$ cat src/rtl/memory_access_pkg.sv
// memory_access_pkg: opcode bit positions, access-size encodings and FSM states
// shared by the memory-access stage.
package memory_access_pkg;
    localparam int OPLEN_DEF  = 8;
    localparam int MEM_RD_BIT = 3;
    localparam int MEM_WR_BIT = 4;

    localparam logic [1:0] SZ_BYTE = 2'b00;
    localparam logic [1:0] SZ_HALF = 2'b01;
    localparam logic [1:0] SZ_WORD = 2'b10;

    typedef enum logic [1:0] {
        ST_IDLE = 2'b00,
        ST_REQ  = 2'b01,
        ST_DONE = 2'b10
    } mem_state_e;

    // Lane offset after dropping the address bits that would break alignment.
    function automatic logic [1:0] eff_off(input logic [1:0] size, input logic [1:0] a);
        return (size == SZ_BYTE) ? a : (size == SZ_HALF) ? {a[1], 1'b0} : 2'b00;
    endfunction

    function automatic logic misaligned(input logic [1:0] size, input logic [1:0] a);
        return (size == SZ_BYTE) ? 1'b0 : (size == SZ_HALF) ? a[0] : |a;
    endfunction
endpackage

$ cat src/rtl/memory_access_lane_align.sv
// mem_lane_align: byte-enable and store-data lane replication, plus load lane
// extraction with sign/zero extension. Size 2'b11 behaves as a word.
module mem_lane_align
    import memory_access_pkg::*;
#(
    parameter int XLEN = 32
) (
    input  logic [1:0]      size_i,
    input  logic [1:0]      off_i,
    input  logic            zext_i,
    input  logic [XLEN-1:0] sdata_i,
    input  logic [XLEN-1:0] rdata_i,
    output logic [3:0]      be_o,
    output logic [XLEN-1:0] wdata_o,
    output logic [XLEN-1:0] ldata_o
);
    logic [XLEN-1:0] shifted;

    always_comb begin
        shifted = rdata_i >> {off_i, 3'b000};
        be_o    = (size_i == SZ_BYTE) ? 4'b0001 << off_i
                : (size_i == SZ_HALF) ? 4'b0011 << {off_i[1], 1'b0}
                : 4'b1111;
        wdata_o = (size_i == SZ_BYTE) ? {4{sdata_i[7:0]}}
                : (size_i == SZ_HALF) ? {2{sdata_i[15:0]}}
                : sdata_i;
        ldata_o = (size_i == SZ_BYTE) ? {{24{~zext_i & shifted[7]}}, shifted[7:0]}
                : (size_i == SZ_HALF) ? {{16{~zext_i & shifted[15]}}, shifted[15:0]}
                : rdata_i;
    end
endmodule

$ cat src/rtl/memory_access.sv
// memory_access: memory pipeline stage with a req/ack data-memory handshake.
// Optional MISALIGN_TRAP_EN: misaligned accesses are flagged and skip the bus.
module memory_access
    import memory_access_pkg::*;
#(
    parameter int XLEN  = 32,
    parameter int OPLEN = OPLEN_DEF
) (
    input  logic             clk,
    input  logic             rst_n,
    input  logic             phase_memory,
    input  logic             jump_state_em,
    input  logic [OPLEN-1:0] decoded_op_em,
    input  logic [4:0]       rdsel_em,
    input  logic [XLEN-1:0]  next_pc_em,
    input  logic [XLEN-1:0]  alu_out_em,
    input  logic [XLEN-1:0]  rs2data_em,
    input  logic [2:0]       funct3_em,
    output logic             jump_state_mw,
    output logic [OPLEN-1:0] decoded_op_mw,
    output logic [4:0]       rdsel_mw,
    output logic [XLEN-1:0]  next_pc_mw,
    output logic [XLEN-1:0]  alu_out_mw,
    output logic [XLEN-1:0]  mem_out_mw,
    output logic             dmem_req,
    output logic             dmem_we,
    output logic [XLEN-1:0]  dmem_addr,
    output logic [XLEN-1:0]  dmem_wdata,
    output logic [3:0]       dmem_be,
    input  logic             dmem_ack,
    input  logic [XLEN-1:0]  dmem_rdata,
`ifdef MISALIGN_TRAP_EN
    output logic             mem_misalign_mw,
`endif
    output logic             stall_memory
);
    mem_state_e       state_q;
    logic             jump_q;
    logic [OPLEN-1:0] op_q;
    logic [4:0]       rdsel_q;
    logic [XLEN-1:0]  next_pc_q;
    logic [XLEN-1:0]  alu_q;
    logic [XLEN-1:0]  mem_out_q;
    logic             req_q;
    logic             store_q;
    logic [XLEN-1:0]  addr_q;
    logic [XLEN-1:0]  sdata_q;
    logic [1:0]       size_q;
    logic [1:0]       off_q;
    logic             zext_q;
    logic             mem_op;
    logic             mis;
    logic [3:0]       be;
    logic [XLEN-1:0]  wdata;
    logic [XLEN-1:0]  ldata;

    assign mem_op = decoded_op_em[MEM_RD_BIT] | decoded_op_em[MEM_WR_BIT];
    assign mis    = misaligned(funct3_em[1:0], alu_out_em[1:0]);

    mem_lane_align #(.XLEN(XLEN)) u_align (
        .size_i  (size_q),
        .off_i   (off_q),
        .zext_i  (zext_q),
        .sdata_i (sdata_q),
        .rdata_i (dmem_rdata),
        .be_o    (be),
        .wdata_o (wdata),
        .ldata_o (ldata)
    );

`ifdef MISALIGN_TRAP_EN
    logic misalign_q;
    assign mem_misalign_mw = misalign_q;
`endif

    always_ff @(posedge clk or negedge rst_n) begin
        if (!rst_n) begin
            state_q   <= ST_IDLE;
            jump_q    <= 1'b0;
            op_q      <= '0;
            rdsel_q   <= '0;
            next_pc_q <= '0;
            alu_q     <= '0;
            mem_out_q <= '0;
            req_q     <= 1'b0;
            store_q   <= 1'b0;
            addr_q    <= '0;
            sdata_q   <= '0;
            size_q    <= '0;
            off_q     <= '0;
            zext_q    <= 1'b0;
`ifdef MISALIGN_TRAP_EN
            misalign_q <= 1'b0;
`endif
        end else begin
            case (state_q)
                ST_IDLE: if (phase_memory) begin
                    jump_q    <= jump_state_em;
                    op_q      <= decoded_op_em;
                    rdsel_q   <= rdsel_em;
                    next_pc_q <= next_pc_em;
                    alu_q     <= alu_out_em;
                    mem_out_q <= '0;
`ifdef MISALIGN_TRAP_EN
                    misalign_q <= mem_op & mis;
`endif
                    if (mem_op) begin
                        store_q <= decoded_op_em[MEM_WR_BIT];
                        addr_q  <= {alu_out_em[XLEN-1:2], 2'b00};
                        sdata_q <= rs2data_em;
                        size_q  <= funct3_em[1:0];
                        off_q   <= eff_off(funct3_em[1:0], alu_out_em[1:0]);
                        zext_q  <= funct3_em[2];
`ifdef MISALIGN_TRAP_EN
                        req_q   <= ~mis;
                        state_q <= mis ? ST_DONE : ST_REQ;
`else
                        req_q   <= 1'b1;
                        state_q <= ST_REQ;
`endif
                    end
                end
                ST_REQ: if (dmem_ack) begin
                    req_q     <= 1'b0;
                    mem_out_q <= store_q ? '0 : ldata;
                    state_q   <= ST_DONE;
                end
                default: state_q <= ST_IDLE;
            endcase
        end
    end

    // Without the reset term a held phase_memory would show a stall during reset.
    assign stall_memory = rst_n & ((state_q == ST_IDLE & phase_memory & mem_op) | state_q == ST_REQ);

    assign jump_state_mw = jump_q;
    assign decoded_op_mw = op_q;
    assign rdsel_mw      = rdsel_q;
    assign next_pc_mw    = next_pc_q;
    assign alu_out_mw    = alu_q;
    assign mem_out_mw    = mem_out_q;
    assign dmem_req      = req_q;
    assign dmem_we       = req_q & store_q;
    assign dmem_addr     = addr_q;
    assign dmem_be       = req_q ? be : 4'b0000;
    assign dmem_wdata    = (req_q & store_q) ? wdata : '0;
endmodule

$ cat config.mk
export PLATFORM = sky130hd
export DESIGN_NAME = memory_access
export DESIGN_NICKNAME = d
export VERILOG_FILES = /design/src/rtl/memory_access_pkg.sv /design/src/rtl/memory_access_lane_align.sv /design/src/rtl/memory_access.sv
export SDC_FILE = /design/constraint.sdc
export NUM_CORES = 1
export LEC_CHECK = 0
export ABC_AREA = 1
export BUFFER_PORTS_ARGS = -buffer_cell sky130_fd_sc_hd__buf_2
export CAP_MARGIN = 30
export CORE_ASPECT_RATIO = 1.5
export CORE_UTILIZATION = 30
export CTS_CLUSTER_SIZE = 25
export DETAILED_ROUTE_END_ITERATION = 16
export GPL_TIMING_DRIVEN = 0
export SYNTH_ARGS = -nofsm -noshare
export SYNTH_HDL_FRONTEND = slang
export SYNTH_SLANG_ARGS = --single-unit
$ cat constraint.sdc
create_clock -name clk -period 2.22 [get_ports clk]
set_clock_uncertainty 0.15 [all_clocks]
set_input_delay 0.444 -clock clk [delete_from_list [all_inputs] [get_ports clk]]
set_output_delay 0.444 -clock clk [all_outputs]
set_load 0.02 [all_outputs]
### Yosys cells after proc, flatten, opt, wreduce, memory -nomap -nowiden

Index checks and enable logic that the tools add are counted.
Widths: inputs -> output; s select.

| operators by class | value |
|---|---|
| mux-type cells | 22 |
| divide/modulo/power cells | 0 |
| reduce and logical (&&, ||, !) cells | 9 |
| bitwise logic cells | 9 |
| multipliers | 0 |
| magnitude comparators | 0 |
| add/sub/neg operators | 0 |
| shift operators | 3 |
| equality and inequality tests | 6 |

Operator list:

| kind | number |
|---|---|
| $mux 32 | 8 |
| $pmux 32 s2 | 1 |
| $shr 32x5->16 | 1 |
| $mux 4 | 3 |
| $mux 2 | 5 |
| $reduce_and 3->1 | 3 |
| $and 1x1->1 | 6 |
| $eq 2x1->1 const B | 3 |
| $logic_not 2->1 | 3 |
| $ne 2x2->1 const B | 3 |
| $pmux 2 s2 | 1 |
| $reduce_and 4->1 | 1 |
| $shl 1x2->4 const A | 1 |
| $shl 2x2->4 const A | 1 |
| $mux 1 | 3 |
| $or 1x1->1 | 2 |
| $pmux 1 s2 | 1 |
| $reduce_and 2->1 | 1 |
| $reduce_bool 2->1 | 1 |
| $not 1->1 | 1 |

| storage, ports and cells | value |
|---|---|
| bits in registers | 181 |
| bits of input ports | 149 |
| RAM bits | 0 |
| output and inout port bits | 181 |
| memory bits (read-only) | 0 |
| bits in latches | 0 |
| memories | 0 |
| logic and storage cells | 63 |

### Longest topological paths before layout

| depth | value |
|---|---|
| word-level depth | 7 |
| gate-level depth with buffers | 11 |
| gate-level depth less buffers | 9 |

### By module

Synthesis repeated with hierarchy kept, for this count alone.

| second synthesis, totals | value |
|---|---|
| cell total of the unflattened synthesis | 1197 |
| area, all modules | 8695.8 µm² |

Modules (own cells, without submodules):

| module | seq. area each (µm²) | area each (µm²) | times used | cells each |
|---|---|---|---|---|
| memory_access | 4529.3 | 7467.2 | 1 | 925 |
| mem_lane_align | 0.0 | 1228.7 | 1 | 272 |

### Least setup slack after synthesis

Ideal clock, no wire load.

| path | value |
|---|---|
| kind | reg2out |
| from | reg size_q[1] |
| to | out dmem_wdata[10] |
| path buffers | 1 |
| cell stages (with the launch flop) | 7 |
| data arrival time | 1.342 ns |
| slack | 0.284 ns |
| required time | 1.626 ns |
| path through | dfrtp_1 inv_1 nand2_1 inv_1 clkbuf_1 nand2_1 a21oi_1 |

| between the ends | value |
|---|---|
| cells in the longest elaborated chain, start to end | 3 |

Ends and longest elaborated chain:

| what | RTL line | text |
|---|---|---|
| from (decl) | memory_access.sv:48 | `logic [1:0] size_q;` |
| from (signal assigned) | memory_access.sv:111 | `size_q <= funct3_em[1:0];` |
| $logic_not 2->1 | memory_access_lane_align.sv:24 | `wdata_o = (size_i == SZ_BYTE) ? {4{sdata_i[7:0]}}` |
| $mux 32 | memory_access_lane_align.sv:24 |  |
| $mux 32 | memory_access.sv:146 | `assign dmem_wdata = (req_q & store_q) ? wdata : '0;` |
| to (decl) | memory_access.sv:28 | `output logic [XLEN-1:0] dmem_wdata,` |

Every way passes these cells.

### Worst setup path in the final report

| path | value |
|---|---|
| from | reg size_q[1] |
| to | out dmem_wdata[28] |

| between the ends | value |
|---|---|
| cells in the longest elaborated chain, start to end | 4 |
| elaborated cells between the ends (all ways) | 5 |

Ends and longest elaborated chain:

| what | RTL line | text |
|---|---|---|
| $eq 2x1->1 | memory_access_lane_align.sv:25 | `: (size_i == SZ_HALF) ? {2{sdata_i[15:0]}}` |
| $mux 32 | memory_access_lane_align.sv:25 |  |
| $mux 32 (*) | memory_access_lane_align.sv:24 |  |
| $mux 32 (*) | memory_access.sv:146 |  |

Mark *: on every way between the ends. The rest lies on a longest branch, timed or not.

==> flow_summary_export.csv <==
group,metric,value,unit
grt,grt_pass1_vias,8053,
finish,layout_commonest_cell,"nand2_1",
clocking,hold_buffers,1,
clocking,cts_tree,"done",
critical_path,r2r-start,"size_q[1]",
finish,nNetsFinal,1543,
critical_path,rrSetupSlack,0.11,ns
synthesis,syn_avg_cell_area,7.88,µm²
finish,area_growth,41.4,%
place,dp_hpwl,20800,µm
grt,grt_overflow,0,
critical_path,crit_path_max_fanout,5,
timing,setup_viol,16,
synthesis,synthMuxAreaShare,0,
route,drc_errors,0,
clocking,clockBufferDepth,2,
pwr,p_leak,6.50,nW
status,violations,"negative hold slack, negative setup slack",
die,num_rows,73,
clocking,h-tree-depth,4,
timing,maxSlewHeadroom,0.611,
status,status,"finished, violations left",
timing,layout_setup_ws,-0.0763,ns
grt,grtUsageTotal,0.207,
critical_path,required,1.63,ns
die,coreArea,26500,µm²
synthesis,synthSimpleGateAreaFrac,0.276,
synthesis,synth_fa_ha_area_frac,0,
synthesis,ys_warn_count,0,
critical_path,end_kind,"output pin",
route,drtIter0Drc,417,
synthesis,synthXorXnorAreaFrac,0,
clocking,cts.clk_slew.worst_paths,0.07,ns
synthesis,synth_cell_type_count,28,
pwr,cellPowerDensity,1200,nW/µm²
critical_path,critical_path_class,"flip-flop to output pin",
timing,hold_viol_final,89,
worst_hold_path,min_path_type,"input pin to asynchronous set/reset pin",
clocking,clock-root-buffer,"clkbuf_16",
synthesis,synth_top_family_by_area,"simple AND/OR/NAND/NOR gates",
die,io-pin-count,330,
route,routed_wl,27800,µm
place,gp_congestion,0.912,
synthesis,synth_area,8080,µm²
synthesis,yosysSeqAreaShare,0.560,
critical_path,critical_path_arrival,1.70,ns
route,wl_per_cell,16.0,µm
die,die_x,136,µm
synthesis,syn_inst,1026,
timing,fmax,0.435,GHz
critical_path,rr_worst_depth,10,
finish,drive_above_1_share,0.348,
clocking,cts_sinks,181,
die,initial_utilization,0.305,
finish,layout_common_cells,"nand2_1 (466), buf_2 (314), dfrtp_1 (179)",
route,detail_route.vias_per_cell,4.57,
synthesis,synth_compound_area_frac,0.0903,
timing,finalWorstPathRequiredPeriod,2.30,ns
timing,worst_hold_slack,-0.274,ns
place,place_ws,-0.267,ns
grt,grt_pass1_wl,43200,µm
timing,worst_pin_slew,0.583,ns
die,fp.dieArea,27600,µm²
route,vias,7964,
synthesis,synth_top_area_share,0.560,
route,dr.pass1.iters,5,
timing,final.period_utilization,1.03,
finish,antenna_cells,0,
clocking,numCtsBuffers,17,
grt,grt_max_degree,92,
pwr,p_total,0.0137,W
place,dpl.cell_count,1692,
die,die_y,203,µm
synthesis,synth.area.top_cells,"dfrtp_1 (56%), nand2_1 (23%), inv_1 (3.9%)",
clocking,clock_latency,0.45,ns
route,antenna_left,0,
critical_path,startpoint_type,"flip-flop",
synthesis,synth_area_leader_cell,"dfrtp_1",
pwr,ir_drop,725,µV
timing,final_max_slew_viol_count,0,
synthesis,synth-seq-cells,181,
timing,rsz0062_at_grt,"yes",
critical_path,r2r-end,"mem_out_mw[13]",
flow_run,max_cap_viol_count,0,
finish,instances_no_fill,1744,
place,portBuffers,327,
grt,antenna_found_initial,1,
## per-layer routing
layer / up-vias / track usage / routed length [µm]
met2: 260 / 0.372 / 14800
li1: 3875 / - / -
met5: - / 0 / 13
met1: 3771 / 0.222 / 10500
met3: 56 / 0.0437 / 1500
met4: 2 / 0.114 / 1040
## through the flow
stage | cell area [µm²] | TNS [ns] | hold slack [ns] | util
floorplan | 8090 | 0 | -0.00159 | -
global placement | 10100 | -459.70 | 0.306 | 0.383
detailed placement | 10200 | -2.05 | 0.309 | 0.384
CTS | 11300 | -1.06 | -0.231 | 0.427
global route | 11400 | -2.15 | -0.250 | 0.431
finish | 11400 | -0.735 | -0.274 | 0.431
## cells by family (layout without fill, tap and decap cells)
kind of cell,Yosys count,in the layout
flip-flops,181,181
AND/OR/NAND/NOR,567,567
buffers and inverters,143,523
other,1,2
AO/OA/AOI/OAI,134,134
## repair_timing
action | 4_1_cts | 5_1_grt
gates cloned | 3 | 0
buffers inserted | 11 | 8
pin swaps | 11 | 15
gates resized for setup | 111 | 27
endpoints found under the setup margin | 38 | 37
hold endpoints to repair | 90 | 89
## layout make-up
type	count	area, µm²
inverter	91	358
timing repair buffer	350	2000
clock buffer	18	439
multi-input combinational	703	3130
tap	337	422
fill	2767	15100
buffer	49	325
timing repair inverter	1	7.51
clock inverter	14	218
sequential	181	4530
## critical path: stages (launching register included)
cell and delay (ns):
dfrtp_1 0.40, inv_2 0.12, nand2_4 0.09, buf_4 0.15, clkinvlp_4 0.12, nand2_2 0.08, nand3_2 0.07, nand2_1 0.06
inv_2 0.05, buf_6 0.11
## power breakdown
part / switching, W / internal, W / total [W]
Clock: 0.00142 / 0.00204 / 0.00346
Sequential: 0.000583 / 0.00427 / 0.00485
Combinational: 0.00350 / 0.00190 / 0.00540
## Yosys cell counts, drive strengths merged
| cell | instances |
|---|---|
| a21oi | 20 |
| dfrtp | 181 |
| conb | 1 |
| clkbuf | 25 |
| inv | 90 |
| a21boi | 2 |
| o21ai | 90 |
| o21bai | 16 |
| o211ai | 3 |
| clkinv | 1 |
| nand2 | 488 |
| nor2 | 39 |
| buf | 27 |
| nand3 | 28 |
| o22ai | 1 |
| or2 | 12 |
| o21a | 2 |
## sequential cells by signal, indices dropped and copies added, names as in the netlist
register	flops
zext_q	1
jump_state_mw	1
off_q	2
decoded_op_mw	8
alu_out_mw	32
next_pc_mw	32
store_q	1
dmem_req	1
sdata_q	32
state_q	2
rdsel_mw	5
dmem_addr	30
mem_out_mw	32
size_q	2
## how the worst max path moves through the flow
stage / start / slack, ns / end
after floorplan: size_q[1] / 0.28 / dmem_wdata[10]
after global placement: rst_n / -2.53 / mem_out_mw[13]
after detailed placement: rst_n / -0.27 / stall_memory
after CTS: size_q[0] / -0.10 / dmem_wdata[27]
after global routing: size_q[1] / -0.15 / dmem_wdata[12]
final: size_q[1] / -0.08 / dmem_wdata[28]
No activity file was read; power rests on OpenSTA's default activity.
